[src/rtl/relu_pkg.sv]
// Shared definitions for the ReLU backward (gradient gating) datapath.
package relu_pkg;

  localparam int DATA_W    = 9;
  localparam int DEPTH_DEF = 64;

  typedef logic signed [DATA_W-1:0] grad_t;

endpackage

[src/rtl/mask_fifo.sv]
// 1-bit-wide synchronous FIFO holding ReLU pass/zero decisions between the
// forward and backward passes. The count register alone decides full/empty,
// so the pointers are free to wrap modulo DEPTH.
module mask_fifo
  import relu_pkg::*;
#(
  parameter int DEPTH = DEPTH_DEF,
  localparam int AW = $clog2(DEPTH)
) (
  input  logic        clk,
  input  logic        rst,
  input  logic        flush,
  input  logic        push,
  input  logic        din,
  input  logic        pop,
  output logic        dout,
  output logic [AW:0] count,
  output logic        full,
  output logic        empty
);

  localparam logic [AW:0] FULL_CNT = DEPTH[AW:0];

  logic [DEPTH-1:0] r_mem;
  logic [AW-1:0]    r_wr_ptr;
  logic [AW-1:0]    r_rd_ptr;
  logic [AW:0]      r_count;
  logic             w_push;
  logic             w_pop;

  // A full FIFO refuses a push even when a pop frees a slot in the same cycle.
  assign full   = (r_count == FULL_CNT);
  assign empty  = (r_count == '0);
  assign w_push = push && !full;
  assign w_pop  = pop && !empty;
  assign dout   = r_mem[r_rd_ptr];
  assign count  = r_count;

  // Pointer and occupancy bookkeeping; flush wins over any push or pop.
  always_ff @(posedge clk or posedge rst) begin
    if (rst) begin
      r_wr_ptr <= '0;
      r_rd_ptr <= '0;
      r_count  <= '0;
    end else if (flush) begin
      r_wr_ptr <= '0;
      r_rd_ptr <= '0;
      r_count  <= '0;
    end else begin
      if (w_push) r_wr_ptr <= r_wr_ptr + 1'b1;
      if (w_pop)  r_rd_ptr <= r_rd_ptr + 1'b1;
      if (w_push && !w_pop)
        r_count <= r_count + 1'b1;
      else if (w_pop && !w_push)
        r_count <= r_count - 1'b1;
    end
  end

  // Mask storage is data only: no reset, contents are don't-care until written.
  always_ff @(posedge clk) begin
    if (w_push && !flush) r_mem[r_wr_ptr] <= din;
  end

endmodule

[src/rtl/relu_backward.sv]
// Backward ReLU: records a pass mask per forward activation and uses it, in
// the same order, to gate the upstream gradient into dL/dx.
module relu_backward
  import relu_pkg::*;
#(
  parameter int DATA_W = relu_pkg::DATA_W,
  parameter int DEPTH  = DEPTH_DEF,
  localparam int CW = $clog2(DEPTH) + 1
) (
  input  logic                     clk,
  input  logic                     rst,
  input  logic                     flush,
  input  logic                     fwd_valid,
  output logic                     fwd_ready,
  input  logic signed [DATA_W-1:0] fwd_in,
  input  logic                     grad_valid,
  output logic                     grad_ready,
  input  logic signed [DATA_W-1:0] grad_in,
  output logic                     grad_out_valid,
  input  logic                     grad_out_ready,
  output logic signed [DATA_W-1:0] grad_out,
  output logic [CW-1:0]            mask_count
);

  logic                     w_full;
  logic                     w_empty;
  logic                     w_mask;
  logic                     w_push;
  logic                     w_pop;
  logic                     r_out_vld_p0;
  logic signed [DATA_W-1:0] r_out_p0;

  // Zero passes the forward ReLU, so only the sign bit clears the mask.
  function automatic logic relu_mask(input logic signed [DATA_W-1:0] x);
    return ~x[DATA_W-1];
  endfunction

  // Gradient flows through unchanged where the activation passed, else 0.
  function automatic logic signed [DATA_W-1:0] gate(
    input logic m, input logic signed [DATA_W-1:0] g);
    return m ? g : '0;
  endfunction

  assign fwd_ready  = !w_full;
  assign grad_ready = !w_empty && (!r_out_vld_p0 || grad_out_ready);
  assign w_push     = fwd_valid && fwd_ready;
  assign w_pop      = grad_valid && grad_ready;

  mask_fifo #(.DEPTH(DEPTH)) u_fifo (
    .clk   (clk),
    .rst   (rst),
    .flush (flush),
    .push  (w_push),
    .din   (relu_mask(fwd_in)),
    .pop   (w_pop),
    .dout  (w_mask),
    .count (mask_count),
    .full  (w_full),
    .empty (w_empty)
  );

  // Stage p0: output register, loaded on a pop and held under backpressure.
  always_ff @(posedge clk or posedge rst) begin
    if (rst) begin
      r_out_vld_p0 <= 1'b0;
      r_out_p0     <= '0;
    end else if (flush) begin
      r_out_vld_p0 <= 1'b0;
    end else if (w_pop) begin
      r_out_vld_p0 <= 1'b1;
      r_out_p0     <= gate(w_mask, grad_in);
    end else if (grad_out_ready) begin
      r_out_vld_p0 <= 1'b0;
    end
  end

  assign grad_out_valid = r_out_vld_p0;
  assign grad_out       = r_out_p0;

endmodule

[config.mk]
export PLATFORM = sky130hd
export DESIGN_NAME = relu_backward
export DESIGN_NICKNAME = d
export VERILOG_FILES = /design/src/rtl/relu_pkg.sv /design/src/rtl/mask_fifo.sv /design/src/rtl/relu_backward.sv
export SDC_FILE = /design/constraint.sdc
export NUM_CORES = 1
export LEC_CHECK = 0
export ABC_AREA = 1
export CAP_MARGIN = 20
export CORE_AREA = 2 2 87 109
export CTS_CLUSTER_DIAMETER = 30
export CTS_CLUSTER_SIZE = 40
export DETAILED_ROUTE_END_ITERATION = 8
export DIE_AREA = 0 0 89 111
export GPL_ROUTABILITY_DRIVEN = 0
export GPL_TIMING_DRIVEN = 0
export HOLD_SLACK_MARGIN = 0.03
export PLACE_DENSITY_LB_ADDON = 0.05
export SYNTH_ARGS = -nofsm -noshare
export SYNTH_HDL_FRONTEND = slang
export SYNTH_SLANG_ARGS = --single-unit
export TNS_END_PERCENT = 50
[constraint.sdc]
create_clock -name clk -period 2.3 [get_ports clk]
set_input_delay 0.46 -clock clk [delete_from_list [all_inputs] [get_ports clk]]
set_output_delay 0.46 -clock clk [all_outputs]
set_load 0.01 [all_outputs]
==> summary.json, run 1 <==
{
  "status": {"value": "complete, no violations"},
  "hold_buffers": {"value": 0},
  "drt_drc_violations_left": {"value": 0},
  "global_route.overflow_total": {"value": 0},
  "post_drt_wl_per_cell": {"value": 15.9, "unit": "um"},
  "synthesis.area_per_instance": {"value": 9.45, "unit": "um2"},
  "start_util": {"value": 52.8, "unit": "%"},
  "clockRootBuffer": {"value": "clkbuf_16"},
  "worstReg2RegEnd": {"value": "u_fifo.count[6]$_DFFE_PP0P_"},
  "tightestPinTransition": {"value": 898, "unit": "ps"},
  "synth.largest_area_cell": {"value": "edfxtp_1"},
  "route.vias.total": {"value": 3646},
  "final_setup_violating_endpoints": {"value": 0},
  "nets": {"value": 590},
  "setup_slack": {"value": 106, "unit": "ps"},
  "instance_area_after_placement": {"value": 5260, "unit": "um2"},
  "finalWorstPathRequiredPeriod": {"value": 2190, "unit": "ps"},
  "cellInternalPower": {"value": 3.99, "unit": "mW"},
  "ff2ff_setup_slack": {"value": 110, "unit": "ps"},
  "combinationalPowerShare": {"value": 38.6, "unit": "%"},
  "num_antenna_cells": {"value": 0},
  "die_h": {"value": 111, "unit": "um"},
  "number_of_antenna_violations_at_the_first_check_in_global_routing": {"value": 0},
  "class_of_the_most_critical_setup_path": {"value": "reg -> reg"},
  "port_buffers": {"value": 34},
  "drt_first_iter_violations": {"value": 259},
  "swShare": {"value": 34.6, "unit": "%"},
  "yosys_warnings": {"value": 0},
  "fin_crit_sh": {"value": 95.4, "unit": "%"},
  "hold_ws": {"value": 402, "unit": "ps"},
  "timing.final.hold_violations": {"value": 0},
  "synth-async-reset-ratio": {"value": 31.2, "unit": "%"},
  "vdd_drop_max": {"value": 0.577, "unit": "mV"},
  "synth_top_cells_by_area": {"value": "edfxtp_1, dfrtp_1, nand2_1"},
  "cts.sink_count": {"value": 93},
  "fin_cells": {"value": 685},
  "power_leakage": {"value": 2.24, "unit": "nW"},
  "cts.reportedPaths.clkPinSlew": {"value": 60, "unit": "ps"},
  "die_width": {"value": 89, "unit": "um"},
  "critical_path.max_fanout": {"value": 7},
  "reg2reg_depth": {"value": 14},
  "required": {"value": 2530, "unit": "ps"},
  "synth_seq_cells": {"value": 93},
  "detailedPlace.worstSlack": {"value": -501, "unit": "ps"},
  "critPathCaptureType": {"value": "flop"},
  "synth-edff-count": {"value": 64},
  "clock_path_buffers": {"value": 2},
  "power.net_switching": {"value": 2.11, "unit": "mW"},
  "ant_nets": {"value": 0},
  "synth.cell_area": {"value": 4740, "unit": "um2"},
  "die_area": {"value": 9880, "unit": "um2"},
  "io_pins": {"value": 43},
  "post_synth_inst_count": {"value": 502},
  "placed_cells_incl_taps": {"value": 660},
  "grt_max_degree": {"value": 65},
  "first_pass_iters": {"value": 5},
  "cp-start-kind": {"value": "flop"},
  "relSlewSlack": {"value": 40.1, "unit": "%"},
  "synth_common_cells": {"value": "nand2_1, nor2_1, nand3_1"},
  "worst_clock_skew": {"value": 7.97, "unit": "ps"},
  "max_freq": {"value": 456, "unit": "MHz"},
  "timing_max_transition_violations_final": {"value": 0},
  "number_of_nets_produced_by_synthesis": {"value": 535},
  "grt_first_pass_wirelength": {"value": 17.3, "unit": "mm"},
  "rsz0062_at_grt": {"value": "yes"},
  "hold_class": {"value": "in -> async"},
  "layout-drive-gt1-share": {"value": 13.7, "unit": "%"},
  "cts_inserted_buffers": {"value": 9},
  "power.share.clock": {"value": 27.9, "unit": "%"},
  "yosysUniqueCellTypes": {"value": 36},
  "ys_seq_area_share": {"value": 55.8, "unit": "%"},
  "core.rowCount": {"value": 39},
  "stdcell_area": {"value": 5740, "unit": "um2"},
  "r2r-start": {"value": "u_fifo.count[3]$_DFFE_PP0P_"},
  "vias_in_the_first_global_route": {"value": 3554},
  "detail_route.vias_per_cell": {"value": 5.32},
  "cts_tree": {"value": "built"},
  "critPathArrivalTime": {"value": 2430, "unit": "ps"},
  "post-synth-top-area-fraction": {"value": 40.5, "unit": "%"},
  "max_cap_viol_count": {"value": 0},
  "clock_insertion_delay_worst_skew": {"value": 340, "unit": "ps"},
  "clock_tree.htree_level_count": {"value": 3},
  "hpwl": {"value": 7.06, "unit": "mm"},
  "main_synth_ff_type": {"value": "edfxtp_1"},
  "syn_to_final_growth": {"value": 21.0, "unit": "%"},
  "share_seq_of_total_power": {"value": 33.6, "unit": "%"},
  "finalWirelength": {"value": 10.9, "unit": "mm"},
  "yosys.cell_count.top_type": {"value": "nand2_1"},
  "fp.coreArea": {"value": 8980, "unit": "um2"},
  "pwr_density_cell": {"value": 1060, "unit": "nW/um2"},
  "grt_util_all_layers": {"value": 23.5, "unit": "%"}
}
-- how the worst max path moves through the flow --
stage,depth (start not counted),startpoint,to
final,14,u_fifo.count[3]$_DFFE_PP0P_,u_fifo.count[6]$_DFFE_PP0P_
after global routing,14,u_fifo.count[3]$_DFFE_PP0P_,u_fifo.count[5]$_DFFE_PP0P_
after CTS,15,u_fifo.count[3]$_DFFE_PP0P_,u_fifo.count[6]$_DFFE_PP0P_
after detailed placement,15,grad_out_ready,u_fifo.count[6]$_DFFE_PP0P_
after global placement,15,grad_out_ready,u_fifo.count[6]$_DFFE_PP0P_
after floorplan,15,u_fifo.count[2]$_DFFE_PP0P_,u_fifo.count[6]$_DFFE_PP0P_
-- critical path, stage by stage (launching register included) --
cell and delay (ps):
dfrtp_2 430, nor2_2 100, nand3_2 140, nor2_4 170, nor2_4 50, nand2_4 130
nand2_8 100, buf_4 160, ha_1 320, nand2_1 80, nand2_1 60, a21oi_2 130
nand3_1 80, nand3_1 80, nand2_1 50
-- registers in the layout, summed over array words and instances, names as in the netlist --
register         flops
u_fifo.r_wr_ptr      6
grad_out             9
u_fifo.r_mem        64
u_fifo.r_rd_ptr      6
u_fifo.count         7
grad_out_valid       1
-- kinds of logic (layout without fill, tap and decap cells) --
family                   after synthesis  in the layout  share of synthesized area, %
AO/OA/AOI/OAI                         29             29                          3.69
AND/OR/NAND/NOR                      310            310                          30.6
flip-flops                            93             93                          55.8
XOR/XNOR                               8              8                          1.48
buffers and inverters                 53            113                          5.91
adder cells (fa/ha/maj)                9              9                          2.53
-- stage by stage --
stage | util, % | setup TNS, ps | total power, mW
floorplan | - | 0 | 3.50
finish | 63.9 | 0 | 6.10
global placement | 58.3 | -6020 | 4.18
detailed placement | 58.6 | -1240 | 4.21
CTS | 62.8 | -82.5 | 5.96
global route | 63.9 | -163 | 6.44
-- timing repair --
action	CTS	global route
pin swaps	0	8
buffers inserted	2	7
setup endpoints to repair	3	2
resized for setup	6	8
endpoints found under the hold margin	0	0
-- metal layers --
layer	GRT usage, %	wire length (um)	vias to the layer above
met4	11.5	333	0
met3	3.65	571	26
li1	-	-	1775
met2	38.4	5430	113
met1	30.1	4540	1732
met5	0	0	-
-- layout make-up --
type / instances / area, um2
buffer: 17 / 133
timing repair buffer: 44 / 435
sequential: 93 / 2650
tap: 123 / 154
multi-input combinational: 356 / 1880
fill: 754 / 3240
inverter: 36 / 150
clock buffer: 10 / 229
clock inverter: 6 / 110
-- layout by cell type (no fill, tap or decap), types with 2 or more instances in the layout --
cell / n
xnor2_1: 3
clkdlybuf4s50_1: 34
inv_1: 28
o21ai_0: 8
inv_2: 4
o22ai_1: 4
nor2_2: 3
nand2_4: 3
edfxtp_1: 64
ha_4: 2
nand2_1: 138
xor2_1: 5
bufinv_16: 3
o21ai_1: 6
buf_2: 4
nand4_4: 6
clkbuf_16: 9
buf_6: 6
clkinv_1: 2
a21oi_2: 3
nor2_4: 4
ha_1: 6
dfrtp_2: 2
dfrtp_1: 27
nand3_1: 67
buf_4: 11
a21oi_1: 4
nand2_2: 2
clkbuf_1: 4
nor2_1: 80
nand3_2: 3
inv_6: 2
-- power by group through the flow --
stage	clock network (mW)	logic [mW]	registers (mW)
3_5_place_dp	0	2.13	2.08
6_report	1.70	2.35	2.05
3_3_place_gp	0	2.09	2.08
4_1_cts	1.70	2.21	2.04
5_1_grt	1.77	2.60	2.06
2_1_floorplan	0	1.40	2.11
Power figures use the tool's default switching activity.
==> inputs of run 2 (changes only) <==
Settings changed: GPL_TIMING_DRIVEN 0 to default, HOLD_SLACK_MARGIN 0.03 to 0.15.
==> run 2 against run 1 <==
Compared with the run above:
- setup slack gained 17 ps
- clock skew shrank 3.5 ps
- critical endpoint is now fwd_ready
- design area shrank 1.3%
- sequential power is essentially flat
- first-iteration DRC count grew 1.2%
- fmax grew 0.76%
- sequential share of layout area grew 0.60 points
- total power shrank 4.0%
==> summary.json, run 2 (synthesis results as in run 1) <==
{
  "finalWorstPathRequiredPeriod": {"value": 2180, "unit": "ps", "change": "-16.6 ps"},
  "grt_first_pass_wirelength": {"value": 17.3, "unit": "mm", "change": "unchanged"},
  "clock_insertion_delay_worst_skew": {"value": 350, "unit": "ps", "change": "about the same"},
  "placed_cells_incl_taps": {"value": 668, "change": "+1.2%"},
  "critPathCaptureType": {"value": "output pin"},
  "nets": {"value": 590, "change": "unchanged"},
  "reg2reg_depth": {"value": 15, "change": "+1"},
  "finish.utilization": {"value": 63.0, "unit": "%", "change": "-0.85 points"},
  "post_drt_wl_per_cell": {"value": 15.3, "unit": "um", "change": "-3.4%"},
  "mostFrequentLayoutCell": {"value": "nand2_1"},
  "ant_nets": {"value": 0, "change": "unchanged"},
  "syn_to_final_growth": {"value": 19.4, "unit": "%"},
  "core.rowCount": {"value": 39, "change": "unchanged"},
  "clock_tree.htree_level_count": {"value": 3, "change": "unchanged"},
  "power_leakage": {"value": 2.25, "unit": "nW", "change": "+0.42%"},
  "rsz0062_at_grt": {"value": "yes"},
  "required": {"value": 1840, "unit": "ps", "change": "-690 ps"},
  "instance_area_after_placement": {"value": 5310, "unit": "um2", "change": "+0.90%"},
  "crit_end": {"value": "fwd_ready"},
  "relSlewSlack": {"value": 64.1, "unit": "%", "change": "+24 points"},
  "die_width": {"value": 89, "unit": "um", "change": "unchanged"},
  "top_register": {"value": "u_fifo.r_mem"},
  "hpwl": {"value": 6.86, "unit": "mm", "change": "-2.9%"},
  "layout_common_cells": {"value": "nand2_1, nor2_1, nand3_1"},
  "start_util": {"value": 52.8, "unit": "%", "change": "unchanged"},
  "vdd_drop_max": {"value": 0.625, "unit": "mV", "change": "+8.2%"},
  "cts.reportedPaths.clkPinSlew": {"value": 60, "unit": "ps", "change": "about the same"},
  "route.vias.total": {"value": 3595, "change": "-1.4%"},
  "final_setup_violating_endpoints": {"value": 0, "change": "unchanged"},
  "pwr_density_cell": {"value": 1030, "unit": "nW/um2", "change": "-2.7%"},
  "r2r-start": {"value": "u_fifo.count[3]$_DFFE_PP0P_"},
  "die_h": {"value": 111, "unit": "um", "change": "unchanged"},
  "hold_class": {"value": "reg -> reg"},
  "ff2ff_setup_slack": {"value": 180, "unit": "ps", "change": "+70 ps"},
  "timing.final.hold_violations": {"value": 0, "change": "unchanged"},
  "cp-start-kind": {"value": "flop"},
  "finalWirelength": {"value": 10.5, "unit": "mm", "change": "-3.4%"},
  "first_pass_iters": {"value": 4, "change": "-1"},
  "cts_tree": {"value": "built"},
  "fin_crit_sh": {"value": 94.7, "unit": "%", "change": "-0.72 points"},
  "io_pins": {"value": 43, "change": "unchanged"},
  "max_cap_viol_count": {"value": 0, "change": "unchanged"},
  "clockRootBuffer": {"value": "clkbuf_16"},
  "number_of_antenna_violations_at_the_first_check_in_global_routing": {"value": 0, "change": "unchanged"},
  "drt_drc_violations_left": {"value": 0, "change": "unchanged"},
  "timing_max_transition_violations_final": {"value": 0, "change": "unchanged"},
  "critical_path.max_fanout": {"value": 3, "change": "-4"},
  "crit_path_start": {"value": "u_fifo.count[3]$_DFFE_PP0P_"},
  "cts.sink_count": {"value": 93, "change": "unchanged"},
  "drt_first_iter_violations": {"value": 262, "change": "+1.2%"},
  "global_route.overflow_total": {"value": 0, "change": "unchanged"},
  "port_buffers": {"value": 34, "change": "unchanged"},
  "num_antenna_cells": {"value": 0, "change": "unchanged"},
  "class_of_the_most_critical_setup_path": {"value": "reg -> out"},
  "fp.coreArea": {"value": 8980, "unit": "um2", "change": "unchanged"},
  "setup_total_negative_slack": {"value": 0, "unit": "ps", "change": "unchanged"},
  "grt_max_degree": {"value": 65, "change": "unchanged"},
  "worstReg2RegEnd": {"value": "u_fifo.count[5]$_DFFE_PP0P_"},
  "critPathArrivalTime": {"value": 1720, "unit": "ps", "change": "-710 ps"},
  "clock_path_buffers": {"value": 2, "change": "unchanged"},
  "vias_in_the_first_global_route": {"value": 3548, "change": "-0.17%"},
  "largest_register_ffs": {"value": 64, "change": "unchanged"},
  "worst_clock_skew": {"value": 4.47, "unit": "ps", "change": "-3.50 ps"},
  "detail_route.vias_per_cell": {"value": 5.25, "change": "-1.4%"},
  "fin_cells": {"value": 685, "change": "unchanged"},
  "max_freq": {"value": 459, "unit": "MHz", "change": "+0.76%"},
  "tightestPinTransition": {"value": 532, "unit": "ps", "change": "-366 ps"},
  "grt_util_all_layers": {"value": 23.3, "unit": "%", "change": "-0.23 points"},
  "status": {"value": "complete, no violations"},
  "layout-drive-gt1-share": {"value": 14.1, "unit": "%", "change": "+0.36 points"},
  "die_area": {"value": 9880, "unit": "um2", "change": "unchanged"},
  "cts_inserted_buffers": {"value": 9, "change": "unchanged"},
  "stdcell_area": {"value": 5660, "unit": "um2", "change": "-1.3%"}
}
[run 2: power by group]
group,internal (mW),switching [mW],total (mW)
Sequential,1.93,0.113,2.04
Clock,0.935,0.625,1.56
Combinational,0.957,1.30,2.25
Total,3.82,2.03,5.85
[run 2: routing by layer]
metal	vias to the layer above	GRT usage (%)	wire length [um]	part of all wire, %
met1	1727	27.9	4290	41
li1	1771	-	-	-
met5	-	0	0	0
met4	0	7.76	208	2.0
met2	81	40.5	5560	53
met3	16	5.36	436	4.2
[run 2: how the worst min path moves through the flow]
stage                                     end  cells after the start  slack (ps)                      startpoint
2_1_floorplan  u_fifo.r_rd_ptr[5]$_DFFE_PP0P_                      1         480  u_fifo.r_rd_ptr[5]$_DFFE_PP0P_
3_3_place_gp          grad_out[5]$_DFFE_PP0P_                      2         460         grad_out[5]$_DFFE_PP0P_
3_5_place_dp          grad_out[2]$_DFFE_PP0P_                      2         460         grad_out[2]$_DFFE_PP0P_
4_1_cts               grad_out[5]$_DFFE_PP0P_                      2         480         grad_out[5]$_DFFE_PP0P_
5_1_grt               grad_out[5]$_DFFE_PP0P_                      2         510         grad_out[5]$_DFFE_PP0P_
6_report              grad_out[5]$_DFFE_PP0P_                      2         480         grad_out[5]$_DFFE_PP0P_
[run 2: cell type report]
cell class	count	area (um2)
fillers	796	3320
flip-flops and latches	93	2650
multi-input cells	356	1830
repair buffers	61	558
clock buffers	11	264
well taps	123	154
inverters	36	148
clock inverters	5	56.3
[run 2: timing repair]
item,4_1_cts,5_1_grt
pin swaps,0,1
resized for setup,1,8
hold buffers,0,0
buffers inserted,0,1
setup endpoints to repair,1,5
[run 2: worst max-delay path, stage by stage (launching register included)]
cell and delay [ps]:
dfrtp_1 390, nor2_2 130, nand3_2 120, nor2_2 190, inv_1 60, clkdlybuf4s50_1 480
[run 2: through the flow]
step                power, mW  hold WS [ps]  worst slack [ps]
finish                   5.85           478               123
global placement         4.24           463              -177
CTS                      5.86           482              14.1
global route             6.22           507             -25.5
detailed placement       4.29           464              -202
floorplan                3.50           476              84.4
==> inputs of run 3 (changes only) <==
Settings changed: CORE_AREA 2 2 87 109 to 2 2 84 106, DIE_AREA 0 0 89 111 to 0 0 86 108, SKIP_CTS_REPAIR_TIMING from default to 1.
Clock period 2.3 ns to 2.55 ns, I/O delays scaled along.
==> run 3 against run 2 <==
Compared with the run above:
- clock power down 40%
- sequential power is 8% lower
- sequential share of layout area is 2.4 points higher
- non-clock buffer count fell by 10
- total power decreased by 20%
- die area fell by 6.0%
- count of clock-buffer cells in the layout unchanged
- clock skew rose by 3.6 ps
- combinational power fell by 17%
- first-iteration DRC count down 15%
- via count shrank 1.4%
- critical path type unchanged
==> summary.json, run 3 (synthesis results as in run 1) <==
{
  "status": {"value": "complete, no violations"},
  "fin_crit_sh": {"value": 94.9, "unit": "%"},
  "drt_drc_violations_left": {"value": 0, "change": "unchanged"},
  "placed_cells_incl_taps": {"value": 633, "change": "-5.2%"},
  "die_area": {"value": 9290, "unit": "um2", "change": "-6.0%"},
  "nets": {"value": 580, "change": "-1.7%"},
  "pwr_density_cell": {"value": 867, "unit": "nW/um2", "change": "-16%"},
  "critPathArrivalTime": {"value": 1910, "unit": "ps", "change": "+190 ps"},
  "layout-drive-gt1-share": {"value": 11.1, "unit": "%", "change": "-3.0 points"},
  "global_route.overflow_total": {"value": 0, "change": "unchanged"},
  "die_width": {"value": 86, "unit": "um", "change": "-3.4%"},
  "timing.final.hold_violations": {"value": 0, "change": "unchanged"},
  "max_freq": {"value": 413, "unit": "MHz"},
  "hold_class": {"value": "reg -> reg"},
  "vias_in_the_first_global_route": {"value": 3498, "change": "-1.4%"},
  "num_antenna_cells": {"value": 0, "change": "unchanged"},
  "instance_area_after_placement": {"value": 5200, "unit": "um2", "change": "-2.1%"},
  "grt_first_pass_wirelength": {"value": 16.5, "unit": "mm", "change": "-4.4%"},
  "met2_wirelength": {"value": 5.22, "unit": "mm", "change": "-6.2%"},
  "class_of_the_most_critical_setup_path": {"value": "reg -> out"},
  "drt_first_iter_violations": {"value": 222, "change": "-15%"},
  "layout_common_cells": {"value": "nand2_1, nor2_1, nand3_1"},
  "port_buffers": {"value": 34, "change": "unchanged"},
  "top_register": {"value": "u_fifo.r_mem"},
  "grt_util_all_layers": {"value": 23.6, "unit": "%", "change": "+0.29 points"},
  "power_leakage": {"value": 2.13, "unit": "nW", "change": "-5.7%"},
  "rsz0062_at_grt": {"value": "no"},
  "finish.utilization": {"value": 65.7, "unit": "%", "change": "+2.7 points"},
  "final_setup_violating_endpoints": {"value": 0, "change": "unchanged"},
  "cp-start-kind": {"value": "flop"},
  "clockRootBuffer": {"value": "clkbuf_8"},
  "timing_max_transition_violations_final": {"value": 0, "change": "unchanged"},
  "relSlewSlack": {"value": 62.7, "unit": "%", "change": "-1.4 points"},
  "ff2ff_setup_slack": {"value": 280, "unit": "ps", "change": "+100 ps"},
  "critical_path.max_fanout": {"value": 5, "change": "+2"},
  "tightestPinTransition": {"value": 553, "unit": "ps", "change": "+21.0 ps"},
  "detail_route.vias_per_cell": {"value": 5.46, "change": "+4.0%"},
  "largest_register_ffs": {"value": 64, "change": "unchanged"},
  "vdd_drop_max": {"value": 0.519, "unit": "mV", "change": "-17%"},
  "finalWorstPathRequiredPeriod": {"value": 2420, "unit": "ps"},
  "first_pass_iters": {"value": 4, "change": "unchanged"},
  "finalPower": {"value": 4.67, "unit": "mW", "change": "-20%"},
  "number_of_antenna_violations_at_the_first_check_in_global_routing": {"value": 0, "change": "unchanged"},
  "core.rowCount": {"value": 37, "change": "-5.1%"},
  "grt_max_degree": {"value": 65, "change": "unchanged"},
  "die_h": {"value": 108, "unit": "um", "change": "-2.7%"},
  "mostFrequentLayoutCell": {"value": "nand2_1"},
  "cts_tree": {"value": "built"},
  "worst_clock_skew": {"value": 8.03, "unit": "ps", "change": "+3.56 ps"},
  "top_signal_layer_used": {"value": "met4"},
  "start_util": {"value": 57.9, "unit": "%", "change": "+5.1 points"},
  "clock_tree.htree_level_count": {"value": 3, "change": "unchanged"},
  "syn_to_final_growth": {"value": 13.6, "unit": "%"},
  "ant_nets": {"value": 0, "change": "unchanged"},
  "hpwl": {"value": 6.63, "unit": "mm", "change": "-3.3%"},
  "cts.sink_count": {"value": 93, "change": "unchanged"},
  "cts.reportedPaths.clkPinSlew": {"value": 80, "unit": "ps", "change": "+20 ps"},
  "cts_inserted_buffers": {"value": 9, "change": "unchanged"},
  "detail_route.wirelength.met1": {"value": 4.12, "unit": "mm", "change": "-4.1%"},
  "critPathCaptureType": {"value": "output pin"},
  "required": {"value": 2040, "unit": "ps", "change": "+200 ps"},
  "clock_path_buffers": {"value": 2, "change": "unchanged"},
  "met3RoutedLength": {"value": 541, "unit": "um", "change": "+24%"},
  "max_cap_viol_count": {"value": 0, "change": "unchanged"},
  "finalWirelength": {"value": 10.1, "unit": "mm", "change": "-3.8%"},
  "setup_total_negative_slack": {"value": 0, "unit": "ps", "change": "unchanged"},
  "route.vias.total": {"value": 3543, "change": "-1.4%"},
  "io_pins": {"value": 43, "change": "unchanged"},
  "stdcell_area": {"value": 5390, "unit": "um2", "change": "-4.9%"},
  "clock_insertion_delay_worst_skew": {"value": 360, "unit": "ps", "change": "about the same"},
  "post_drt_wl_per_cell": {"value": 15.6, "unit": "um", "change": "+1.6%"},
  "fp.coreArea": {"value": 8190, "unit": "um2", "change": "-8.7%"},
  "fin_cells": {"value": 649, "change": "-5.3%"}
}
## run 3: worst paths after layout
kind                                              from                             end  cells past startpoint
max                        u_fifo.count[2]$_DFFE_PP0P_                      grad_ready                      6
min                            grad_out[1]$_DFFE_PP0P_         grad_out[1]$_DFFE_PP0P_                      2
max reg2reg                u_fifo.count[2]$_DFFE_PP0P_     u_fifo.count[6]$_DFFE_PP0P_                     15
min reg2reg                    grad_out[1]$_DFFE_PP0P_         grad_out[1]$_DFFE_PP0P_                      2
max in group asynchronous                          rst  u_fifo.r_wr_ptr[0]$_DFFE_PP0P_                      3
min in group asynchronous                          rst         grad_out[7]$_DFFE_PP0P_                      3
## run 3: cell type report
| cell class | count | area (um2) |
|---|---|---|
| clock buffer | 11 | 131 |
| clock inverter | 5 | 51.3 |
| fill | 681 | 2810 |
| inverter | 36 | 148 |
| multi-input combinational | 356 | 1820 |
| sequential | 93 | 2650 |
| tap | 97 | 121 |
| timing repair buffer | 51 | 468 |
## run 3: critical path, cell delays in order (launching register included)
cell and delay, ps:
dfrtp_1 440, nor2_1 170, nand3_2 130, nor2_2 160, nor2_4 50, buf_4 140, clkdlybuf4s50_1 470
## run 3: power breakdown
part | total [mW] | internal (mW) | switching (mW)
Combinational | 1.86 | 0.769 | 1.09
Sequential | 1.87 | 1.73 | 0.134
Clock | 0.940 | 0.448 | 0.492
## run 3: metrics by stage
step	hold slack (ps)	worst slack [ps]
2_1_floorplan	476	334
3_3_place_gp	463	12.4
3_5_place_dp	464	3.17
4_1_cts	494	85.2
5_1_grt	528	22.3
6_report	487	131
## run 3: per-layer routing
layer / up-vias / track usage, %
li1: 1752 / -
met1: 1669 / 28.5
met2: 106 / 39.7
met3: 16 / 4.35
met4: 0 / 13.2
met5: - / 0
